<file path="config.mk">
export PLATFORM = sky130hd
export DESIGN_NAME = cp0_unit_flat
export DESIGN_NICKNAME = d
export VERILOG_FILES = /design/src/rtl/cp0_pkg.sv /design/src/rtl/cp0_unit_if.sv /design/src/rtl/cp0_regfile.sv /design/src/rtl/cp0_unit.sv /design/src/flat_wrapper.sv
export SDC_FILE = /design/constraint.sdc
export NUM_CORES = 1
export LEC_CHECK = 0
export CAP_MARGIN = 20
export CELL_PAD_IN_SITES_DETAIL_PLACEMENT = 1
export CELL_PAD_IN_SITES_GLOBAL_PLACEMENT = 2
export CORE_MARGIN = 10
export CORE_UTILIZATION = 22
export DETAILED_ROUTE_END_ITERATION = 8
export GPL_TIMING_DRIVEN = 0
export PLACE_DENSITY_LB_ADDON = 0.1
export SYNTH_ARGS = -nofsm -noshare
export SYNTH_HDL_FRONTEND = slang
export SYNTH_HIERARCHICAL = 1
export SYNTH_SLANG_ARGS = --single-unit
</file>
<file path="constraint.sdc">
create_clock -name clk_i -period 2.1 [get_ports clk_i]
set_input_delay 0.21 -clock clk_i [delete_from_list [all_inputs] [get_ports clk_i]]
set_output_delay 0.21 -clock clk_i [all_outputs]
set_load 0.02 [all_outputs]
</file>
<file path="src/rtl/cp0_pkg.sv">
// Shared definitions for the coprocessor-0 block.
// Holds the CP0 register numbers, the SR/Cause field positions, the
// architectural state record passed from the register file to the top,
// and helpers that pack that state into the 32-bit read images.
package cp0_pkg;

    localparam int HWINT_W = 6;

    localparam logic [4:0] CP0_SR    = 5'd12;
    localparam logic [4:0] CP0_CAUSE = 5'd13;
    localparam logic [4:0] CP0_EPC   = 5'd14;
    localparam logic [4:0] CP0_PRID  = 5'd15;

    localparam int IM_HI   = 15;
    localparam int IM_LO   = 10;
    localparam int EXL_BIT = 1;
    localparam int IE_BIT  = 0;

    // Architectural CP0 state as seen by the read mux and interrupt logic.
    typedef struct packed {
        logic [HWINT_W-1:0] im;
        logic               exl;
        logic               ie;
        logic [HWINT_W-1:0] ip;
        logic [29:0]        epc;
    } cp0_state_t;

    function automatic logic [31:0] sr_image(input cp0_state_t s);
        logic [31:0] r;
        r              = '0;
        r[IM_HI:IM_LO] = s.im;
        r[EXL_BIT]     = s.exl;
        r[IE_BIT]      = s.ie;
        return r;
    endfunction

    function automatic logic [31:0] cause_image(input cp0_state_t s);
        logic [31:0] r;
        r              = '0;
        r[IM_HI:IM_LO] = s.ip;
        return r;
    endfunction

endpackage

</file>
<file path="src/rtl/cp0_unit_if.sv">
// Pipeline <-> CP0 connection bundle.
//   a1      : register number for mfc0 reads
//   a2      : register number for mtc0 writes
//   din     : mtc0 write data, we : write enable
//   pc      : PC[31:2] of the instruction being interrupted
//   exl_set : interrupt accepted this cycle, exl_clr : eret this cycle
//   hwint   : level-sensitive hardware interrupt lines ([2]/[3] are the timers)
//   intreq  : interrupt request back to pipeline control
//   epc     : EPC[31:2] (eret target), dout : mfc0 read data
// The pipeline side uses modport master, the coprocessor uses modport slave.
interface cp0_unit_if;
    import cp0_pkg::*;

    logic [4:0]         a1;
    logic [4:0]         a2;
    logic [31:0]        din;
    logic               we;
    logic [29:0]        pc;
    logic               exl_set;
    logic               exl_clr;
    logic [HWINT_W-1:0] hwint;
    logic               intreq;
    logic [29:0]        epc;
    logic [31:0]        dout;

    modport master (
        output a1, a2, din, we, pc, exl_set, exl_clr, hwint,
        input  intreq, epc, dout
    );

    modport slave (
        input  a1, a2, din, we, pc, exl_set, exl_clr, hwint,
        output intreq, epc, dout
    );

endinterface

</file>
<file path="src/rtl/cp0_regfile.sv">
// SR / Cause / EPC storage with the write-priority logic.
// Ports:
//   clk_i, rst_i : clock, synchronous active-high reset
//   we_i, a2_i, din_i : mtc0 write port
//   pc_i         : PC[31:2] saved into EPC when an interrupt is taken
//   exl_set_i    : interrupt taken (set EXL, save PC)
//   exl_clr_i    : eret (clear EXL)
//   hwint_i      : raw interrupt lines, captured into Cause.IP every cycle
//   state_o      : current register state
// Precedence for a single edge: reset, exl_set, exl_clr, mtc0.
module cp0_regfile
    import cp0_pkg::*;
(
    input  logic               clk_i,
    input  logic               rst_i,
    input  logic               we_i,
    input  logic [4:0]         a2_i,
    input  logic [31:0]        din_i,
    input  logic [29:0]        pc_i,
    input  logic               exl_set_i,
    input  logic               exl_clr_i,
    input  logic [HWINT_W-1:0] hwint_i,
    output cp0_state_t         state_o
);

    logic [HWINT_W-1:0] im_q, im_d;
    logic               exl_q, exl_d;
    logic               ie_q, ie_d;
    logic [HWINT_W-1:0] ip_q, ip_d;
    logic [29:0]        epc_q, epc_d;

    logic sr_wr;
    logic epc_wr;

    assign sr_wr  = we_i && (a2_i == CP0_SR);
    assign epc_wr = we_i && (a2_i == CP0_EPC);

    always_comb begin
        im_d  = im_q;
        ie_d  = ie_q;
        exl_d = exl_q;
        epc_d = epc_q;
        ip_d  = hwint_i;

        // Lowest priority first; later assignments override.
        // IM/IE are only ever written by mtc0, so they take din even when
        // exl_set/exl_clr coincide; only EXL and EPC are contested.
        if (sr_wr) begin
            im_d  = din_i[IM_HI:IM_LO];
            ie_d  = din_i[IE_BIT];
            exl_d = din_i[EXL_BIT];
        end
        if (epc_wr) begin
            epc_d = din_i[31:2];
        end
        if (exl_clr_i) begin
            exl_d = 1'b0;
        end
        if (exl_set_i) begin
            exl_d = 1'b1;
            epc_d = pc_i;
        end
    end

    always_ff @(posedge clk_i) begin
        if (rst_i) begin
            im_q  <= '0;
            ie_q  <= 1'b0;
            exl_q <= 1'b0;
            ip_q  <= '0;
            epc_q <= '0;
        end else begin
            im_q  <= im_d;
            ie_q  <= ie_d;
            exl_q <= exl_d;
            ip_q  <= ip_d;
            epc_q <= epc_d;
        end
    end

    always_comb begin
        state_o     = '0;
        state_o.im  = im_q;
        state_o.exl = exl_q;
        state_o.ie  = ie_q;
        state_o.ip  = ip_q;
        state_o.epc = epc_q;
    end

endmodule

</file>
<file path="src/rtl/cp0_unit.sv">
// Coprocessor 0 for the pipelined MIPS core, placed beside the M stage.
// Masks the hardware interrupt lines, raises intreq, keeps EPC and serves
// mfc0/mtc0 for SR(12), Cause(13), EPC(14) and PrID(15).
// Ports:
//   clk_i : clock, rst_i : synchronous active-high reset
//   bus   : cp0_unit_if slave modport (read/write port, interrupt control,
//           hwint inputs, intreq/epc/dout outputs)
// Reads are combinational with no write bypass: a same-cycle mtc0 to the
// register being read shows up only from the next cycle.
module cp0_unit
    import cp0_pkg::*;
#(
    parameter logic [31:0] PRID = 32'h0000_2023
) (
    input  logic       clk_i,
    input  logic       rst_i,
    cp0_unit_if.slave  bus
);

    cp0_state_t  state;
    logic [31:0] rdata;

    cp0_regfile u_regfile (
        .clk_i     (clk_i),
        .rst_i     (rst_i),
        .we_i      (bus.we),
        .a2_i      (bus.a2),
        .din_i     (bus.din),
        .pc_i      (bus.pc),
        .exl_set_i (bus.exl_set),
        .exl_clr_i (bus.exl_clr),
        .hwint_i   (bus.hwint),
        .state_o   (state)
    );

    // Uses raw hwint rather than the registered IP copy so a newly raised
    // line is seen by the pipeline in the same cycle.
    assign bus.intreq = (|(bus.hwint & state.im)) & state.ie & ~state.exl;

    assign bus.epc = state.epc;

    always_comb begin
        rdata = '0;
        case (bus.a1)
            CP0_SR:    rdata = sr_image(state);
            CP0_CAUSE: rdata = cause_image(state);
            CP0_EPC:   rdata = {state.epc, 2'b00};
            CP0_PRID:  rdata = PRID;
            default:   rdata = '0;
        endcase
    end

    assign bus.dout = rdata;

endmodule

</file>
<file path="src/flat_wrapper.sv">
// flat-port wrapper written by rule: the top's interface ports become plain ports
module cp0_unit_flat import cp0_pkg::*;
#(
    parameter logic [31:0] PRID = 32'h0000_2023
)
  (clk_i, rst_i, bus_a1, bus_a2, bus_din, bus_we, bus_pc, bus_exl_set, bus_exl_clr, bus_hwint, bus_intreq, bus_epc, bus_dout);
  cp0_unit_if bus_i ();
  input  logic clk_i;
  input  logic rst_i;
  input wire logic [$bits(bus_i.a1)-1:0] bus_a1;
  input wire logic [$bits(bus_i.a2)-1:0] bus_a2;
  input wire logic [$bits(bus_i.din)-1:0] bus_din;
  input wire logic [$bits(bus_i.we)-1:0] bus_we;
  input wire logic [$bits(bus_i.pc)-1:0] bus_pc;
  input wire logic [$bits(bus_i.exl_set)-1:0] bus_exl_set;
  input wire logic [$bits(bus_i.exl_clr)-1:0] bus_exl_clr;
  input wire logic [$bits(bus_i.hwint)-1:0] bus_hwint;
  output wire logic [$bits(bus_i.intreq)-1:0] bus_intreq;
  output wire logic [$bits(bus_i.epc)-1:0] bus_epc;
  output wire logic [$bits(bus_i.dout)-1:0] bus_dout;
  assign bus_i.a1 = bus_a1;
  assign bus_i.a2 = bus_a2;
  assign bus_i.din = bus_din;
  assign bus_i.we = bus_we;
  assign bus_i.pc = bus_pc;
  assign bus_i.exl_set = bus_exl_set;
  assign bus_i.exl_clr = bus_exl_clr;
  assign bus_i.hwint = bus_hwint;
  assign bus_intreq = bus_i.intreq;
  assign bus_epc = bus_i.epc;
  assign bus_dout = bus_i.dout;
  cp0_unit #(.PRID(PRID)) u_core (.clk_i(clk_i), .rst_i(rst_i), .bus(bus_i));
endmodule
</file>
==> results of run 1 <==
[final timing paths]
check,endpoint,start,depth (start not counted)
hold / removal,u_core/u_regfile/ip_q[1],rst_i,2
setup / recovery,bus_dout[25],bus_a1[3],7
setup reg to reg,u_core/u_regfile/epc_q[20],u_core/u_regfile/epc_q[20],2
hold reg to reg,u_core/u_regfile/ie_q,u_core/u_regfile/ie_q,2
[flip-flops by register name, indices dropped and copies added (netlist names)]
signal	flops
u_core/u_regfile/im_q	6
u_core/u_regfile/ip_q	6
u_core/u_regfile/ie_q	1
u_core/u_regfile/exl_q	1
u_core/u_regfile/epc_q	30
[through the flow]
step / cell area, um^2 / cells / worst slack (ns)
5_1_grt: 4310 / 599 / 0.00159
3_5_place_dp: 4230 / 588 / -0.466
3_3_place_gp: 4230 / 588 / -0.446
6_report: 4310 / 599 / 0.0751
4_1_cts: 4390 / 599 / 0.00281
2_1_floorplan: 2620 / 302 / 0.735
[worst max-delay path, delay by kind of cell]
kind	cells	cell delay [ns]
buf+inv	4	1.10
simple gates	3	0.51
[cell type report]
class / instances / area, um^2
plain buffers: 36 / 196
clock buffers: 6 / 129
clock inverters: 2 / 35.0
fillers: 1341 / 7250
inverters: 1 / 3.75
multi-input cells: 221 / 1550
flip-flops and latches: 44 / 881
well taps: 143 / 179
repair buffers: 146 / 1340
[metal layers]
metal	part of all wire	vias up	global-route usage	routed length (um)
li1	-	1426	-	-
met3	0.099	5	0.0653	1250
met1	0.43	1406	0.177	5470
met5	0	-	0	0
met2	0.46	102	0.249	5850
met4	0.0063	0	0.0261	80
[power groups by stage]
stage	registers (W)	logic, W	clock network, W
6_report	0.000923	0.000574	0.000916
5_1_grt	0.000931	0.000619	0.000965
4_1_cts	0.000924	0.000583	0.000939
3_5_place_dp	0.000943	0.000580	0
3_3_place_gp	0.000940	0.000577	0
2_1_floorplan	0.000981	0.000206	0
[repair_timing]
action,in CTS,in global routing
resized for setup,33,44
setup buffers,3,0
setup endpoints to repair,31,24
pin swaps,1,0
hold endpoints to repair,0,0
cloned,0,0
[cell usage in the layout, fill, tap and decap left out, drive strengths merged]
master	count
inv	1
nand3	9
a311oi	1
a22oi	3
nand2	8
dlymetal6s2s	1
buf	24
nor2b	40
nand3b	1
clkinv	1
a211oi	31
nand4b	1
clkdlybuf4s15	2
a21oi	14
nor3	1
mux2i	5
nor4	60
dfxtp	44
clkbuf	42
dlygate4sd2	8
clkdlybuf4s50	111
o21ai	8
bufinv	1
nor3b	4
and4b	1
nor2	3
or2	6
nand2b	2
and2	23
[cells by family after synthesis]
group	after synthesis
AND/OR/NAND/NOR	159
flip-flops	44
buffers and inverters	37
AO/OA/AOI/OAI	57
multiplexers	5
==> out/metrics.cfg, run 1 <==
[run_status]
status = completed

[sta]
maxSlewHeadroom = 0.456
fin_crit_sh = 0.964
min_period_ns = 2.02
max_freq_mhz = 494
worstMarginPinSlew_ns = 0.816
maxSlewViolCount = 0
hold_slack_ns = 0.265
finalSetupViolations = 0
rsz0062_at_grt = false
hold_violations = 0
setup-tns-final_ns = 0
skew_ns = 0

[synth]
synth_fa_ha_area_frac = 0
synthTopCellsByCount = dfxtp_1, nor4_1, nor2b_1
synth_top_family_by_area = simple AND/OR/NAND/NOR gates
yosysMostFrequentCell = dfxtp_1
syn_inst = 302
synth_compound_area_frac = 0.143
yosys-top-cells-area = dfxtp_1, nor4_1, nor4_2
synth_top_area_frac = 0.336
ys.flop_type = dfxtp_1
synth_cell_types = 29
syn_nets = 385
ys_seq_elements = 44
synth_xor_area_frac = 0
yosysTopAreaCell = dfxtp_1
synth_simple_gate_area_frac = 0.426
syn-mean-instance-area_um2 = 8.69
yosysWarningCount = 6
synth-edff-count = 0
synthArstFlopShare = 0
yosysSeqAreaShare = 0.336
syn-cell-area_um2 = 2620
muxShareOfSynthArea = 0.0191

[placed_design]
numPortBuffers = 143
dp_hpwl_mm = 9.80
gp_congestion = 0.757

[route]
first_pass_iters = 4
wl_mm = 12.7
drt_iter0_drc = 76
vias = 2939
postRouteAntennaNets = 0
vias_per_cell = 4.91
drt-wirelength-per-cell_um = 21.1
drc_errors = 0

[clocking]
clock_latency_ns = 0.28
clockRootBuffer = clkbuf_16
numCtsBuffers = 5
cts_hold_buffers = 0
cts_tree = built
h-tree-depth = 2
path_clk_slew_ns = 0.07
cts_max_path_buffers = 2
clock_sinks = 44

[global_route]
grt_max_degree = 14
grt_antenna_before_repair = 0
grt_overflow = 0
grt_pass1_vias = 3282
grt_pass1_wl_mm = 19.5
grt_use_total = 0.150

[floorplan]
die_w_um = 129
rows = 39
start_util = 0.227
io_pins = 146
coreArea_um2 = 11600
die_y_um = 129
dieArea_um2 = 16700

[setup_path]
start_kind = primary input
cp.arrival_ns = 1.81
r2r_slack_ns = 1.24
critical_path_class = primary input to output pin
slowest_delay_ns = 0.51
crit_path_cell_trace = clkdlybuf4s50_1 -> nand3b_4 -> nor3b_4 -> buf_4 -> buf_4 -> and2_1 -> clkdlybuf4s15_1
crit_top_cell = buf_4
cp_slowest_cell = clkdlybuf4s50_1
cp-end-kind = output pin
crit_path_max_fanout = 10
crit_required_ns = 1.89

[power]
p_total_w = 0.00241
power_frac_seq = 0.382
leakagePower_nw = 1.56
p_switching_w = 0.000665
ir_worst_vdd_mv = 0.372
pwr-share-clk = 0.380
internal_power_w = 0.00175
power_density_nw_per_um2 = 559
combPwrFrac = 0.238
switching_share = 0.275

[job]
maxCapViolCount = 0

[final_layout]
antennaDiodeCount = 0
final_util = 0.373
layout-drive-gt1-share = 0.171
area_growth_pct = 64.4
nNetsFinal = 538

[min_path]
hp-class = primary input to register

Note: power is estimated with default switching activity, not from simulation.
==> inputs of run 2 (changes only) <==
--- a/config.mk
+++ b/config.mk
@@ -13,6 +13,7 @@
 export DETAILED_ROUTE_END_ITERATION = 8
 export GPL_TIMING_DRIVEN = 0
 export PLACE_DENSITY_LB_ADDON = 0.1
+export SKIP_CTS_REPAIR_TIMING = 1
 export SYNTH_ARGS = -nofsm -noshare
 export SYNTH_HDL_FRONTEND = slang
 export SYNTH_HIERARCHICAL = 1
==> run 2 against run 1 <==
Compared with the run above:
- combinational power is essentially flat
- die area is the same
- power shrank 0.12%
- cell area grew 4.3%
- routed wire length is essentially flat
- hold slack gained 0.0018 ns
- final cell count shrank 0.17%
- non-clock buffer count shrank 1
- maximum frequency grew 0.89%
- clock power shrank 0.7%
- sequential power is essentially flat
- register-to-register slack is essentially flat
- highest routed layer unchanged
==> out/metrics.cfg, run 2 (synthesized netlist as in run 1, its figures left out) <==
[floorplan]
coreArea_um2 = 11600  ; unchanged
die_y_um = 129  ; unchanged
start_util = 0.227  ; unchanged
dieArea_um2 = 16700  ; unchanged
die_w_um = 129  ; unchanged
io_pins = 146  ; unchanged
rows = 39  ; unchanged

[sta]
hold_violations = 0  ; unchanged
fin_crit_sh = 0.956  ; -0.00853
hold_slack_ns = 0.267  ; +0.00176 ns
max_freq_mhz = 498  ; +0.89%
worstMarginPinSlew_ns = 0.824  ; +0.00813 ns
min_period_ns = 2.01  ; -0.0179 ns
setup-tns-final_ns = 0  ; unchanged
skew_ns = 0  ; unchanged
finalSetupViolations = 0  ; unchanged
maxSlewViolCount = 0  ; unchanged
layout_setup_ws_ns = 0.0930  ; +0.0179 ns
maxSlewHeadroom = 0.451  ; -0.00542

[final_layout]
layout-drive-gt1-share = 0.123  ; -0.0480
regMostFlops = u_core/u_regfile/epc_q
area_growth_pct = 71.4
nNetsFinal = 537  ; -0.19%
reg.largest.list = u_core/u_regfile/epc_q (30), u_core/u_regfile/im_q (6), u_core/u_regfile/ip_q (6)
final_util = 0.389  ; +0.0160
antennaDiodeCount = 0  ; unchanged
final_common_cell = clkdlybuf4s50_1
largest_reg_flops = 30  ; unchanged
most-common-layout-cells = clkdlybuf4s50_1, dfxtp_1, nor4_1
nFillCells = 1317  ; -1.8%

[min_path]
hp-class = primary input to register
hold_path_end = u_core/u_regfile/ip_q[1]
hold_depth = 2  ; unchanged
min-delay-start = rst_i

[placed_design]
gp_congestion = 0.757  ; unchanged
pre_cts_slack_ns = -0.466  ; unchanged
dp_hpwl_mm = 9.80  ; unchanged
numPortBuffers = 143  ; unchanged

[setup_path]
crit_required_ns = 1.89  ; about the same
ff2ff_path_depth = 2  ; unchanged
timing.rr.end = u_core/u_regfile/epc_q[20]
start_kind = primary input
r2r_slack_ns = 1.23  ; about the same
r2r-start = u_core/u_regfile/epc_q[20]
cp.arrival_ns = 1.80  ; about the same
critical_path_class = primary input to output pin
crit_path_max_fanout = 10  ; unchanged
cp-end-kind = output pin

[clocking]
clockRootBuffer = clkbuf_16
cts_max_path_buffers = 2  ; unchanged
h-tree-depth = 2  ; unchanged
cts_tree = built
clock_latency_ns = 0.28  ; about the same
numCtsBuffers = 5  ; unchanged
path_clk_slew_ns = 0.07  ; about the same
clock_sinks = 44  ; unchanged

[power]
ir_worst_vdd_mv = 0.371  ; -0.23%
power_density_nw_per_um2 = 536  ; -4.2%
p_total_w = 0.00241  ; -0.12%
leakagePower_nw = 2.06  ; +32%

[route]
vias_per_cell = 4.94  ; +0.78%
postRouteAntennaNets = 0  ; unchanged
drt_iter0_drc = 72  ; -5.3%
wl_mm = 12.7  ; about the same
drt-wirelength-per-cell_um = 21.2  ; +0.22%
first_pass_iters = 4  ; unchanged
vias = 2957  ; +0.61%
drc_errors = 0  ; unchanged

[job]
maxCapViolCount = 0  ; unchanged

[global_route]
grt_use_total = 0.149  ; -0.000340
grt_max_degree = 14  ; unchanged
grt_antenna_before_repair = 0  ; unchanged
grt_overflow = 0  ; unchanged
grt_pass1_wl_mm = 19.5  ; -0.29%
grt_pass1_vias = 3265  ; -0.52%

[run_status]
status = completed

-- run 2: cell types whose count changed in the layout (fill, tap and decap cells not counted), sizes merged --
| cell | change |
|---|---|
| dlymetal6s2s | +31 |
| clkbuf | -21 |
| dlygate4sd2 | -8 |
| clkdlybuf4s15 | -2 |
| buf | -1 |
-- run 2: area by class of cell --
cell class,count,area [um^2],area share
plain buffers,36,196,0.0437
clock buffers,6,129,0.0287
multi-input cells,221,1550,0.344
inverters,1,3.75,0.000834
well taps,143,179,0.0398
repair buffers,145,1530,0.339
clock inverters,2,35.0,0.00779
flip-flops and latches,44,881,0.196
-- run 2: worst max path at each step --
stage | from | endpoint | slack, ns | cells after the start
after global placement | bus_a1[3] | bus_dout[29] | -0.45 | 6
final | bus_a1[3] | bus_dout[30] | 0.09 | 7
after CTS | bus_a1[3] | bus_dout[29] | -0.48 | 6
after detailed placement | bus_a1[3] | bus_dout[17] | -0.47 | 6
after global routing | bus_a1[3] | bus_dout[29] | -0.02 | 7
after floorplan | u_core/u_regfile/epc_q[8] | bus_dout[10] | 0.74 | 3
-- run 2: per-layer routing --
layer	up-vias	wire length, um	global-route usage	part of all wire
li1	1423	-	-	-
met1	1420	5440	0.178	0.43
met2	108	5840	0.246	0.46
met3	6	1290	0.0653	0.10
met4	0	87	0.0261	0.0069
met5	-	0	0	0
-- run 2: metrics by stage --
step                cells  cell area (um^2)
finish                598              4500
global route          598              4500
CTS                   596              4400
detailed placement    588              4230
global placement      588              4230
floorplan             302              2620
-- run 2: critical path: stages --
cell             delay (ns)
clkdlybuf4s50_1        0.51
nand3b_4               0.17
nor3b_4                0.23
buf_4                  0.17
buf_6                  0.14
and2_1                 0.13
dlymetal6s2s_1         0.23
-- run 2: where the power goes --
group	switching (W)	internal [W]	total [W]	leakage, nW
sequential	0.0000380	0.000885	0.000923	0.364
clock	0.000349	0.000561	0.000910	0.0808
combinational	0.000272	0.000305	0.000577	1.62
